`config.mk`:
```
export PLATFORM = sky130hd
export DESIGN_NAME = cache_controller
export DESIGN_NICKNAME = d
export VERILOG_FILES = /design/src/rtl/cache_controller.sv
export SDC_FILE = /design/constraint.sdc
export NUM_CORES = 1
export LEC_CHECK = 0
export ABC_AREA = 1
export BUFFER_PORTS_ARGS = -buffer_cell sky130_fd_sc_hd__buf_2
export CORE_UTILIZATION = 52
export DETAILED_ROUTE_END_ITERATION = 8
export PLACE_DENSITY = 0.86
export SLEW_MARGIN = 20
export SYNTH_ARGS = -nofsm -noshare
export SYNTH_HDL_FRONTEND = slang
export SYNTH_SLANG_ARGS = --single-unit
export TNS_END_PERCENT = 5
```
`constraint.sdc`:
```
create_clock -name clk -period 2.5 [get_ports clk]
set_input_delay 0.25 -clock clk [delete_from_list [all_inputs] [get_ports clk]]
set_output_delay 0.25 -clock clk [all_outputs]
set_load 0.01 [all_outputs]
```
`src/rtl/cache_controller.sv`:
```
`timescale 1ns/1ps
`default_nettype none
// ============================================================================
//  Module   : cache_controller
//  Purpose  : Sequencing controller for a 4-way set-associative cache with a
//             write-through policy. Accepts single-word CPU requests, probes
//             the cache, services read misses from main memory, writes every
//             store through to memory and owns FIFO replacement per set.
//  Ports    : clk, reset_n            - clock, synchronous active-low reset
//             cpu_req/we/addr/wdata   - CPU request (accepted when cpu_ready)
//             cpu_ready/done/rdata/hit- CPU handshake and response
//             cache_read/write/address/write_data, cache_read_data/hit
//                                     - cache probe and update port
//             replace_way             - victim way (FIFO pointer of the set)
//             mem_req/we/addr/wdata, mem_ack/rdata
//                                     - main memory port, req held until ack
//             hit_count, miss_count   - only with CACHE_CTRL_STATS_EN defined
//  Options  : CACHE_CTRL_STATS_EN adds wrapping hit/miss counters.
//  Notes    : NUM_WAYS must be a power of two >= 2. Set index is addr[9:5]
//             for the default NUM_SETS.
//  Revision : 1.0 - initial release
// ============================================================================
module cache_controller #(
    parameter int NUM_SETS = 32,
    parameter int NUM_WAYS = 4
) (
    input  logic                        clk,
    input  logic                        reset_n,
    input  logic                        cpu_req,
    input  logic                        cpu_we,
    input  logic [31:0]                 cpu_addr,
    input  logic [31:0]                 cpu_wdata,
    output logic                        cpu_ready,
    output logic                        cpu_done,
    output logic [31:0]                 cpu_rdata,
    output logic                        cpu_hit,
    output logic                        cache_read,
    output logic                        cache_write,
    output logic [31:0]                 cache_address,
    output logic [31:0]                 cache_write_data,
    input  logic [31:0]                 cache_read_data,
    input  logic                        cache_hit,
    output logic [$clog2(NUM_WAYS)-1:0] replace_way,
    output logic                        mem_req,
    output logic                        mem_we,
    output logic [31:0]                 mem_addr,
    output logic [31:0]                 mem_wdata,
    input  logic                        mem_ack,
    input  logic [31:0]                 mem_rdata
`ifdef CACHE_CTRL_STATS_EN
    ,
    output logic [31:0]                 hit_count,
    output logic [31:0]                 miss_count
`endif
);

    localparam int WAY_W = $clog2(NUM_WAYS);
    localparam int IDX_W = $clog2(NUM_SETS);
    localparam logic [WAY_W-1:0] LAST_WAY = WAY_W'(NUM_WAYS - 1);

    typedef enum logic [2:0] {
        S_IDLE   = 3'd0,
        S_LOOKUP = 3'd1,
        S_MEM_RD = 3'd2,
        S_FILL   = 3'd3,
        S_MEM_WR = 3'd4,
        S_UPDATE = 3'd5,
        S_RESP   = 3'd6
    } state_t;

    state_t           state;
    logic [31:0]      req_addr;
    logic [31:0]      req_wdata;
    logic             req_we;
    logic             hit_q;
    logic [31:0]      rdata_q;
    logic [WAY_W-1:0] fifo_ptr [NUM_SETS];

    logic [IDX_W-1:0] index;
    logic [WAY_W-1:0] next_ptr;

    // Every downstream address/data comes from the request latches so the
    // CPU is free to change its inputs once the request has been taken.
    assign index         = req_addr[5 +: IDX_W];
    assign replace_way   = fifo_ptr[index];
    assign next_ptr      = (fifo_ptr[index] == LAST_WAY) ? '0 : fifo_ptr[index] + WAY_W'(1);
    assign cache_address = req_addr;
    assign mem_addr      = req_addr;
    assign mem_wdata     = req_wdata;

    always_ff @(posedge clk) begin
        if (!reset_n) begin
            state            <= S_IDLE;
            req_addr         <= '0;
            req_wdata        <= '0;
            req_we           <= 1'b0;
            hit_q            <= 1'b0;
            rdata_q          <= '0;
            cpu_ready        <= 1'b1;
            cpu_done         <= 1'b0;
            cpu_rdata        <= '0;
            cpu_hit          <= 1'b0;
            cache_read       <= 1'b0;
            cache_write      <= 1'b0;
            cache_write_data <= '0;
            mem_req          <= 1'b0;
            mem_we           <= 1'b0;
            for (int s = 0; s < NUM_SETS; s++) begin
                fifo_ptr[s] <= '0;
            end
`ifdef CACHE_CTRL_STATS_EN
            hit_count        <= '0;
            miss_count       <= '0;
`endif
        end else begin
            case (state)
                S_IDLE: begin
                    if (cpu_req) begin
                        req_addr   <= cpu_addr;
                        req_we     <= cpu_we;
                        req_wdata  <= cpu_wdata;
                        cpu_ready  <= 1'b0;
                        cache_read <= 1'b1;
                        state      <= S_LOOKUP;
                    end
                end
                S_LOOKUP: begin
                    hit_q      <= cache_hit;
                    rdata_q    <= cache_read_data;
                    cache_read <= 1'b0;
                    if (req_we) begin
                        mem_req <= 1'b1;
                        mem_we  <= 1'b1;
                        state   <= S_MEM_WR;
                    end else if (cache_hit) begin
                        cpu_done  <= 1'b1;
                        cpu_rdata <= cache_read_data;
                        cpu_hit   <= 1'b1;
                        state     <= S_RESP;
                    end else begin
                        mem_req <= 1'b1;
                        state   <= S_MEM_RD;
                    end
                end
                S_MEM_RD: begin
                    if (mem_ack) begin
                        rdata_q          <= mem_rdata;
                        mem_req          <= 1'b0;
                        cache_write      <= 1'b1;
                        cache_write_data <= mem_rdata;
                        state            <= S_FILL;
                    end
                end
                S_FILL: begin
                    // The fill lands in replace_way this cycle; move on.
                    cache_write     <= 1'b0;
                    fifo_ptr[index] <= next_ptr;
                    cpu_done        <= 1'b1;
                    cpu_rdata       <= rdata_q;
                    cpu_hit         <= hit_q;
                    state           <= S_RESP;
                end
                S_MEM_WR: begin
                    if (mem_ack) begin
                        mem_req          <= 1'b0;
                        mem_we           <= 1'b0;
                        cache_write      <= 1'b1;
                        cache_write_data <= req_wdata;
                        state            <= S_UPDATE;
                    end
                end
                S_UPDATE: begin
                    // A write miss allocates, so only then does the set's
                    // FIFO order move; a write hit updates in place.
                    cache_write <= 1'b0;
                    if (!hit_q) begin
                        fifo_ptr[index] <= next_ptr;
                    end
                    cpu_done  <= 1'b1;
                    cpu_rdata <= '0;
                    cpu_hit   <= hit_q;
                    state     <= S_RESP;
                end
                S_RESP: begin
                    cpu_done  <= 1'b0;
                    cpu_rdata <= '0;
                    cpu_hit   <= 1'b0;
                    cpu_ready <= 1'b1;
                    state     <= S_IDLE;
`ifdef CACHE_CTRL_STATS_EN
                    if (hit_q) begin
                        hit_count <= hit_count + 32'd1;
                    end else begin
                        miss_count <= miss_count + 32'd1;
                    end
`endif
                end
                default: begin
                    state <= S_IDLE;
                end
            endcase
        end
    end

endmodule
`default_nettype wire

```
==> flow_summary.toml <==
[outcome]
status = "finished clean"

[yosys]
yosysTopAreaCell = "dfxtp_1"
yosysWarnings = 0
synth_area_um2 = 10250
ys_types = 33
synth_area_leaders = "dfxtp_1 (35%), edfxtp_1 (19%), nand2_1 (15%)"
synthArstFlopShare = 0
synth_edf_count = 64
netlist_instances = 1251
yosysTopAreaCellShare = 0.3456
synth-main-ff-cell = "dfxtp_1"
ys_ff_latch = 241
seq_area_frac_synth = 0.5331
synth_nets = 1386
syn_area_per_cell_um2 = 8.195

[final_layout]
nNetsFinal = 1674
seqCellArea_um2 = 5465
area_growth_syn_to_layout_pct = 28.24
layout-drive-gt1-share = 0.2471
multi_input_area_um2 = 4041
stdcell_area_um2 = 13150
final_cell_mix = "nand2_1 (413), buf_2 (301), dfxtp_1 (177), a21oi_1 (96), o21ai_0 (95)"
nFillCells = 1433
final_common_cell = "nand2_1"

[pwr]
finalPower_mw = 16.19
ir_worst_vdd_uv = 849.3
powerDensity_nw_per_um2 = 1232
total_leakage_power_nw = 6.081

[global_route]
grt_max_degree = 120
grt_antenna_before_repair = 9
grt_pass1_wl_um = 52040
grtUsageTotal = 0.3294
grt_overflow = 0
grt_pass1_vias = 9919

[routing]
wl_um = 34060
antenna_left = 0
vias = 10390
route.detailed.drc = 0
wl_per_cell_um = 18.60
post_drt_via_cell_ratio = 5.672
first_iter_violations = 1000
dr.pass1.iters = 6

[worst_hold_path]
whs_path_depth = 3
whs_endpoint = "rdata_q[27]"
hp-class = "in2reg"
hp-start = "cache_read_data[27]"

[timing]
fin_ws_ns = 0.1702
worstMarginPinSlew_ns = 0.9627
period_needed_ns = 2.330
slew-limit-headroom = 0.3582
hold_violations = 0
slew_viol_final = 0
tns_ns = 0
finalCritPeriodShare = 0.9319
whs_ns = 0.01144
setup_viol = 0
fmax_mhz = 429.2
skew_ns = 0.02590

[worst_setup_path]
required_ns = 2.91
r2r_cells = 8
cpPeakStageDelay_ns = 0.58
critical_path.top_delay_family = "buffers and inverters"
start_kind = "flop"
slowest_stage = "dlygate4sd3_1"
cp_cell_sequence = "nor2_1 -> nand2_1 -> inv_2 -> a21oi_1 -> inv_4 -> o21ai_0 -> a31oi_1 -> dlygate4sd3_1"
critPathKind = "reg2reg"
rr_startpoint = "state[0]"
cp_max_fo = 64
worstPathArrival_ns = 2.74
cp_num_buf_inv = 3
critPathCaptureType = "flop"
r2r-end = "rdata_q[24]"
r2r_slack_ns = 0.17

[floorplan]
io_pins = 303
core_um2 = 19020
initial_core_util = 0.5391
die_y_um = 142.4
rows = 50
die_w_um = 142.4
die-area_um2 = 20280

[clock_network]
cts_max_level = 1
cts-root-buf = "clkbuf_16"
cts_tree = "built"
clock_sinks = 241
cts_setup_buffers = 0
cts.reportedPaths.clkPinSlew_ns = 0.06
cts_buffers = 25
insertion_delay_ns = 0.52
clockBufferDepth = 3

[flow_run]
drv_cap = 0

[placed_design]
dp_hpwl_um = 21370
portBuffers = 302
dpl_cell_area_um2 = 11640
dp_slack_ns = 0.2166
gp_congestion = 0.9475
-- state kept, by name, indices dropped and copies added, names as in the netlist, named ones only --
signal	cells
fifo_ptr	64
cache_address	32
cache_write_data	32
cpu_rdata	32
mem_wdata	32
rdata_q	32
state	3
cache_read	1
cache_write	1
cpu_done	1
cpu_hit	1
cpu_ready	1
hit_q	1
mem_req	1
mem_we	1
req_we	1
-- layout make-up --
cell class	count	share of cell area
antenna	13	0.002474
clock inverter	11	0.008565
tap	260	0.02474
timing repair buffer	382	0.1767
clock buffer	35	0.05605
sequential	241	0.4157
inverter	28	0.008375
multi-input combinational	861	0.3074
-- worst max path at each step --
| stage | startpoint | endpoint | depth (start not counted) |
|---|---|---|---|
| CTS | state[1] | rdata_q[24] | 9 |
| finish | state[0] | rdata_q[24] | 8 |
| detailed placement | flop | fifo_ptr[24][1] | 13 |
| floorplan | flop | fifo_ptr[10][1] | 13 |
| global placement | flop | fifo_ptr[23][1] | 13 |
| global route | state[0] | rdata_q[24] | 8 |
-- metrics by stage --
stage	std cells	utilization
floorplan	1251	-
global placement	1710	0.6118
detailed placement	1710	0.6118
CTS	1818	0.6891
global route	1827	0.6908
finish	1831	0.6913
-- timing repair --
item	in CTS	in global routing
hold buffers	62	0
endpoints found under the setup margin	0	40
endpoints found under the hold margin	61	0
gates resized for setup	0	5
-- power breakdown --
part           switching [mW]  total, mW  internal [mW]
combinational            4.37       6.53           2.15
sequential              0.737       5.83           5.10
clock                    1.56       3.83           2.27
total                    6.67       16.2           9.52
-- synth_stat cells (all sizes together), types with 13 or more instances --
master  count
edfxtp     64
o21ai      96
inv        27
o211a      13
nor2       83
a31oi      65
a21oi      96
nand3      37
dfxtp     177
nand2     415
nor3       13
buf        73
a22oi      32
clkbuf     48
-- layer usage --
layer | up-vias | GRT usage | routed length [um]
met3 | 168 | 0.07604 | 3042
met1 | 4753 | 0.3866 | 12710
met4 | 0 | 0.2349 | 2405
li1 | 4803 | - | -
met5 | - | 0 | 0
met2 | 661 | 0.5328 | 15900
-- worst reg2reg max path: cells and delay by family (launching register included) --
kind	cells	cell delay [ns]
AND/OR/NAND/NOR	2	0.28
buffers and inverters	3	0.90
flip-flops	1	0.47
AO/OA/AOI/OAI	3	0.56
-- cells by family after synthesis --
group,Yosys count,share of synthesized area
AND/OR/NAND/NOR,549,0.2144
buffers and inverters,149,0.07347
flip-flops,241,0.5331
adder cells (fa/ha/maj),1,0.001220
AO/OA/AOI/OAI,311,0.1778
Power figures use the tool's default switching activity.
